[config.mk]
export PLATFORM = sky130hd
export DESIGN_NAME = cv32e40x_obi_instr_bridge
export DESIGN_NICKNAME = d
export VERILOG_FILES = /design/src/rtl/cv32e40x_obi_instr_bridge.sv
export SDC_FILE = /design/constraint.sdc
export NUM_CORES = 1
export LEC_CHECK = 0
export ABC_AREA = 1
export BUFFER_PORTS_ARGS = -buffer_cell sky130_fd_sc_hd__buf_2
export CELL_PAD_IN_SITES_DETAIL_PLACEMENT = 1
export CELL_PAD_IN_SITES_GLOBAL_PLACEMENT = 1
export CORE_UTILIZATION = 27
export CTS_BUF_LIST = sky130_fd_sc_hd__clkbuf_2 sky130_fd_sc_hd__clkbuf_4 sky130_fd_sc_hd__clkbuf_8
export CTS_CLUSTER_SIZE = 10
export DETAILED_ROUTE_END_ITERATION = 7
export PLACE_DENSITY = 0.91
export SYNTH_ARGS = -nofsm -noshare
export SYNTH_HDL_FRONTEND = slang
export SYNTH_SLANG_ARGS = --single-unit
export TNS_END_PERCENT = 1
[constraint.sdc]
create_clock -name clk -period 2 [get_ports clk]
set_input_delay 0.4 -clock clk [delete_from_list [all_inputs] [get_ports clk]]
set_output_delay 0.4 -clock clk [all_outputs]
set_load 0.02 [all_outputs]
[src/rtl/cv32e40x_obi_instr_bridge.sv]
// Instruction-side bridge from the MPU transaction handshake to the OBI request/grant port.
// Tracks outstanding fetches and throttles requests at MAX_OUTSTANDING.
module cv32e40x_obi_instr_bridge #(
    parameter int unsigned MAX_OUTSTANDING = 2
) (
    input  logic        clk,
    input  logic        rst_n,

    input  logic        trans_valid_i,
    output logic        trans_ready_o,
    input  logic [31:0] trans_addr_i,
    input  logic [2:0]  trans_prot_i,
    input  logic        trans_dbg_i,
    input  logic [1:0]  trans_memtype_i,

    output logic        resp_valid_o,
    output logic [31:0] resp_rdata_o,
    output logic        resp_err_o,

    output logic        obi_req_o,
    input  logic        obi_gnt_i,
    output logic [31:0] obi_addr_o,
    output logic [2:0]  obi_prot_o,
    output logic        obi_dbg_o,
    output logic [1:0]  obi_memtype_o,
    input  logic        obi_rvalid_i,
    input  logic [31:0] obi_rdata_i,
    input  logic        obi_err_i,

    output logic [2:0]  outstanding_o
);

    typedef enum logic {
        TRANSPARENT = 1'b0,
        REGISTERED  = 1'b1
    } state_e;

    state_e      state_q;
    logic [31:0] addr_q;
    logic [2:0]  prot_q;
    logic        dbg_q;
    logic [1:0]  memtype_q;
    logic [2:0]  cnt_q;
    logic [2:0]  cnt_d;
    logic        cnt_full;
    logic        cnt_inc;
    logic        cnt_dec;

    assign cnt_full = (cnt_q == 3'(MAX_OUTSTANDING));

    // Request and ready are forced low while reset is asserted, independent of the MPU side.
    always_comb begin
        obi_req_o     = 1'b0;
        trans_ready_o = 1'b0;
        obi_addr_o    = trans_addr_i;
        obi_prot_o    = trans_prot_i;
        obi_dbg_o     = trans_dbg_i;
        obi_memtype_o = trans_memtype_i;
        if (state_q == REGISTERED) begin
            obi_addr_o    = addr_q;
            obi_prot_o    = prot_q;
            obi_dbg_o     = dbg_q;
            obi_memtype_o = memtype_q;
        end
        if (rst_n) begin
            if (state_q == REGISTERED) begin
                obi_req_o     = 1'b1;
                trans_ready_o = obi_gnt_i;
            end else begin
                obi_req_o     = trans_valid_i && !cnt_full;
                trans_ready_o = obi_gnt_i && !cnt_full;
            end
        end
    end

    always_ff @(posedge clk or negedge rst_n) begin
        if (!rst_n) begin
            state_q   <= TRANSPARENT;
            addr_q    <= '0;
            prot_q    <= '0;
            dbg_q     <= 1'b0;
            memtype_q <= '0;
        end else begin
            case (state_q)
                TRANSPARENT: begin
                    if (obi_req_o && !obi_gnt_i) begin
                        addr_q    <= trans_addr_i;
                        prot_q    <= trans_prot_i;
                        dbg_q     <= trans_dbg_i;
                        memtype_q <= trans_memtype_i;
                        state_q   <= REGISTERED;
                    end
                end
                REGISTERED: begin
                    if (obi_gnt_i) begin
                        state_q <= TRANSPARENT;
                    end
                end
                default: state_q <= TRANSPARENT;
            endcase
        end
    end

    // A stray rvalid at zero is ignored so the count cannot wrap.
    assign cnt_inc = obi_req_o && obi_gnt_i;
    assign cnt_dec = obi_rvalid_i && (cnt_q != 3'd0);

    always_comb begin
        cnt_d = cnt_q;
        if (cnt_inc && !cnt_dec) begin
            cnt_d = cnt_q + 3'd1;
        end else if (cnt_dec && !cnt_inc) begin
            cnt_d = cnt_q - 3'd1;
        end
    end

    always_ff @(posedge clk or negedge rst_n) begin
        if (!rst_n) begin
            cnt_q <= '0;
        end else begin
            cnt_q <= cnt_d;
        end
    end

    assign outstanding_o = cnt_q;
    assign resp_valid_o  = obi_rvalid_i;
    assign resp_rdata_o  = obi_rdata_i;
    assign resp_err_o    = obi_err_i;

    a_no_rvalid_underflow : assert property (
        @(posedge clk) disable iff (!rst_n) obi_rvalid_i |-> (cnt_q != 3'd0)
    ) else $error("obi_rvalid_i with no outstanding transaction");

endmodule
== Word-level counts from Yosys, hierarchy flattened ==
Cells that the tools add are included.
W data, S select, Z words.

* Register bits after elaboration: 42
* Input port bits: 76
* Logic and storage cells: 37

* Bitwise gates (word level): 1
* Muxes and demuxes: 13
* Equal/unequal tests: 1
* Add/subtract/negate cells: 2
* Reduce and logical (&&, ||, !) cells: 14

{| class="wikitable"
|+ Operators with widths
! kind !! count
|-
| $mux W32 || 1
|-
| $mux W3 || 3
|-
| $logic_and A1 B1 Y1 || 7
|-
| $mux W1 || 7
|-
| $logic_not A1 Y1 || 4
|-
| $add A3 B1 Y3 const B || 1
|-
| $eq A3 B2 Y1 const B || 1
|-
| $reduce_bool A3 Y1 || 1
|-
| $sub A3 B1 Y3 const B || 1
|-
| $mux W2 || 1
|-
| $pmux W1 S2 || 1
|-
| $reduce_and A2 Y1 || 1
|-
| $reduce_bool A2 Y1 || 1
|-
| $not A1 Y1 || 1
|}

== Depth between registers and ports, before layout ==
* Depth after elaboration: 10
* Depth in mapped cells: 13

== Least setup slack after synthesis ==
OpenSTA, ideal clock, no wires.

* Kind: register to register
* Start point: register cnt_q[1], in the netlist outstanding_o[1]
* End point: register cnt_q[2], in the netlist outstanding_o[2]
* Required time: 1,871 ps
* Stages on the path, launching flop included: 13
* Setup slack: -43 ps
* Path buffers: 1
* Arrival time: 1,914 ps
* Library setup time: 129 ps
* Cell sequence: dfrtp_1 > inv_1 > nor2_1 > nand2_1 > buf_2 > nand2_1 > nor2_1 > ha_1 > inv_1 > fa_1 > nand2_1 > nand3_1 > xnor2_1

* Word-level cells in the longest chain between the ends: 9

{| class="wikitable"
|+ Ends and longest elaborated chain
! element !! line !! text
|-
| from (decl) || 43 || <nowiki>logic [2:0] cnt_q;</nowiki>
|-
| from (signal assigned) || 121 || <nowiki>cnt_q <= cnt_d;</nowiki>
|-
| $eq A3 B2 Y1 || 49 || <nowiki>assign cnt_full = (cnt_q == 3'(MAX_OUTSTANDING));</nowiki>
|-
| $logic_not A1 Y1 || 70 || <nowiki>obi_req_o = trans_valid_i && !cnt_full;</nowiki>
|-
| $logic_and A1 B1 Y1 || 70 ||
|-
| $mux W1 || 66 || <nowiki>if (state_q == REGISTERED) begin</nowiki>
|-
| $mux W1 || 65 || <nowiki>if (rst_n) begin</nowiki>
|-
| $logic_and A1 B1 Y1 || 105 || <nowiki>assign cnt_inc = obi_req_o && obi_gnt_i;</nowiki>
|-
| $logic_not A1 Y1 || 112 || <nowiki>end else if (cnt_dec && !cnt_inc) begin</nowiki>
|-
| $logic_and A1 B1 Y1 || 112 ||
|-
| $reduce_bool A2 Y1 (no line) || -- ||
|}

Parallel ways exist; a longest one is shown, timed or not. The select of a mux whose other input is x is not followed.
A chain may end at the register's enable or synchronous reset.

== Worst setup path in the final report ==
* Start point: register state_q
* End point: output port obi_addr_o[31]

* Word-level cells in the longest chain between the ends: 1

{| class="wikitable"
|+ Ends and longest elaborated chain
! element !! line !! text
|-
| from (decl) || 38 || <nowiki>state_e state_q;</nowiki>
|-
| from (signal assigned) || 78 || <nowiki>state_q <= TRANSPARENT;</nowiki>
|-
| from (signal assigned) || 91 || <nowiki>state_q <= REGISTERED;</nowiki>
|-
| from (signal assigned) || 96 || <nowiki>state_q <= TRANSPARENT;</nowiki>
|-
| $mux W32 || 59 || <nowiki>if (state_q == REGISTERED) begin</nowiki>
|-
| to (decl) || 22 || <nowiki>output logic [31:0] obi_addr_o,</nowiki>
|}

No other way between the ends.

==> results.yml <==
run_status:
  status: "complete, no violations"
timing:
  fmax_mhz: 522
  slew_headroom: 0.636
  rsz0062_at_grt: "true"
  finalHoldViolCount: 0
  setup_tns_ps: 0
  post-route-period-util: 0.959
  drv_slew: 0
  clock_skew_ps: 7.15
  timing.final.crit_period_ps: 1920
  worst_pin_slew_ps: 545
  final-setup-viol-count: 0
critical_path:
  cp_slowest_cell: "dfrtp_2"
  cpLargestDelayFamily: "buffers and inverters"
  criticalPathCategory: "flip-flop to output port"
  start_kind: "flip-flop"
  cp.arrival_ps: 1520
  critPathMaxStageDelay_ps: 460
  cp_num_buf_inv: 4
  cp_max_fo: 19
  critical_path_required_ps: 1600
  end_kind: "output port"
  crit_chain: "buf_12 -> clkinvlp_4 -> buf_12 -> nand2_1 -> nand2_1 -> buf_2"
yosys:
  synthSimpleGateAreaFrac: 0.403
  synth_nets: 437
  syn_inst: 359
  syn_avg_cell_area_sq_um: 7.04
  synth_area_sq_um: 2530
  synth_seq_area_share: 0.416
  synth.area.mux_share: 0
  synth_xor_area_frac: 0.00693
  ys_types: 16
  ys_ff_latch: 42
  synth_top_family_by_area: "simple AND/OR/NAND/NOR gates"
  synth_adder_area_share: 0.0129
  yosys_warnings: 0
  synth_compound_area_frac: 0.00396
power_and_ir_drop:
  fin_total_pwr_uw: 4010
  peakVddDrop_mv: 0.387
  p_leak_uw: 0.00180
  power.density_nw_per_um2: 1280
floorplan:
  initial_core_util: 0.284
  rows: 34
  fp.dieH_um: 98.8
  core_sq_um: 8890
  fp.dieW_um: 98.8
  pin_count: 153
  dieArea_sq_um: 9760
cts:
  clk_pin_slew_ps: 80
  ctsLongestPathBuffers: 2
  cts_buffers: 5
  tritoncts: "yes"
  root_buffer: "clkbuf_8"
  htreeDepth: 2
  cts.sinks: 42
  cts-hold-fix-buffers: 0
  clk_latency_ps: 290
global_route:
  grt_antenna_before_repair: 0
  grt_max_degree: 43
  grt-ovfl-total: 0
  gr-usage-all-layers: 0.161
  grt_first_pass_wirelength_um: 12400
  grt_pass1_vias: 2549
routing:
  vias_per_cell: 4.74
  wl_per_cell_um: 15.1
  vias: 2455
  wirelength_um: 7830
  antenna_left: 0
  drc: 0
  drtIter0Drc: 74
  first_pass_iters: 4
placement:
  portBuffers: 86
  dp_hpwl_um: 5090
  dpl_cell_area_sq_um: 2830
  place.gp.congestion: 0.801
layout:
  layout_commonest_cell: "nand2_1"
  fillerInstances: 1119
  design_area_sq_um: 3130
  final_cell_mix: "197 x nand2_1, 85 x buf_2, 39 x dfrtp_1"
  antenna_cells: 0
  drive_gt1_frac: 0.300
  syn_to_final_growth_pct: 23.9
  nets: 487
hold_path:
  min_path_type: "input pin to asynchronous set/reset pin"
run:
  cap_violations: 0
==> what timing repair did <==
item,in CTS,in global routing
setup endpoints to repair,39,41
cloned,1,2
buffers inserted,0,1
resized for setup,8,14
==> kinds of logic after synthesis <==
| kind of cell | count (synthesis) |
|---|---|
| AO/OA/AOI/OAI | 2 |
| flip-flops | 42 |
| adder cells (fa/ha/maj) | 2 |
| AND/OR/NAND/NOR | 245 |
| buffers and inverters | 66 |
| XOR/XNOR | 2 |
==> metal layers <==
| layer | GRT usage | wire length [um] |
|---|---|---|
| met2 | 0.302 | 3910 |
| met5 | 0 | 0 |
| met4 | 0.0402 | 69 |
| met1 | 0.185 | 3550 |
| met3 | 0.0326 | 297 |
==> power breakdown <==
group	internal (uW)	switching, uW
clock	533	300
combinational	647	1050
sequential	1240	244
total	2420	1590
==> worst paths after layout <==
| check | start | slack (ps) | endpoint | cells past startpoint |
|---|---|---|---|---|
| max in group asynchronous | rst_n | 1270 | outstanding_o[0] | 3 |
| worst max register to register | state_q | 90 | outstanding_o[1] | 9 |
| worst min register to register | prot_q[1] | 480 | prot_q[1] | 2 |
| worst min-delay path | rst_n | 330 | memtype_q[1] | 3 |
| worst max-delay path | state_q | 80 | obi_addr_o[31] | 6 |
| min in group clk | trans_addr_i[13] | 370 | addr_q[13] | 3 |
==> final cells by class <==
cell class / count / area (sq um) / share of cell area
flip-flops and latches: 42 / 1050 / 0.337
clock buffers: 6 / 82.6 / 0.0263
repair buffers: 101 / 656 / 0.209
multi-input cells: 251 / 1110 / 0.355
inverters: 8 / 33.8 / 0.0108
well taps: 108 / 135 / 0.0431
clock inverters: 2 / 60.1 / 0.0192
==> cells in the mapped netlist <==
master	n	area, sq um
nand2_1	198	743
dfrtp_1	42	1050
nand4_1	38	238
buf_4	35	263
clkbuf_1	10	37.5
buf_2	9	45.0
inv_1	8	30.0
nor2_1	6	22.5
buf_1	3	11.3
nand3_1	2	10.0
o21ai_0	2	10.0
xnor2_1	2	17.5
buf_6	1	11.3
fa_1	1	20.0
ha_1	1	12.5
nor2_2	1	6.26
==> flip-flops by register name (all words and copies together), names as in the netlist <==
name,flops
addr_q,32
dbg_q,1
memtype_q,2
outstanding_o,3
prot_q,3
state_q,1
==> through the flow <==
step           utilization  instances  hold WS (ps)  worst slack (ps)
5_1_grt              0.353        518           365             -14.6
4_1_cts              0.341        515           355             -17.6
2_1_floorplan            -        359           104              23.3
6_report             0.353        518           329              82.9
3_3_place_gp         0.318        506           455               110
3_5_place_dp         0.318        506           459             -24.1
==> worst min-delay path, cell delays in order <==
cell   delay (ps)
buf_2         120
buf_4         110
buf_4         450
Power figures use the tool's default switching activity.
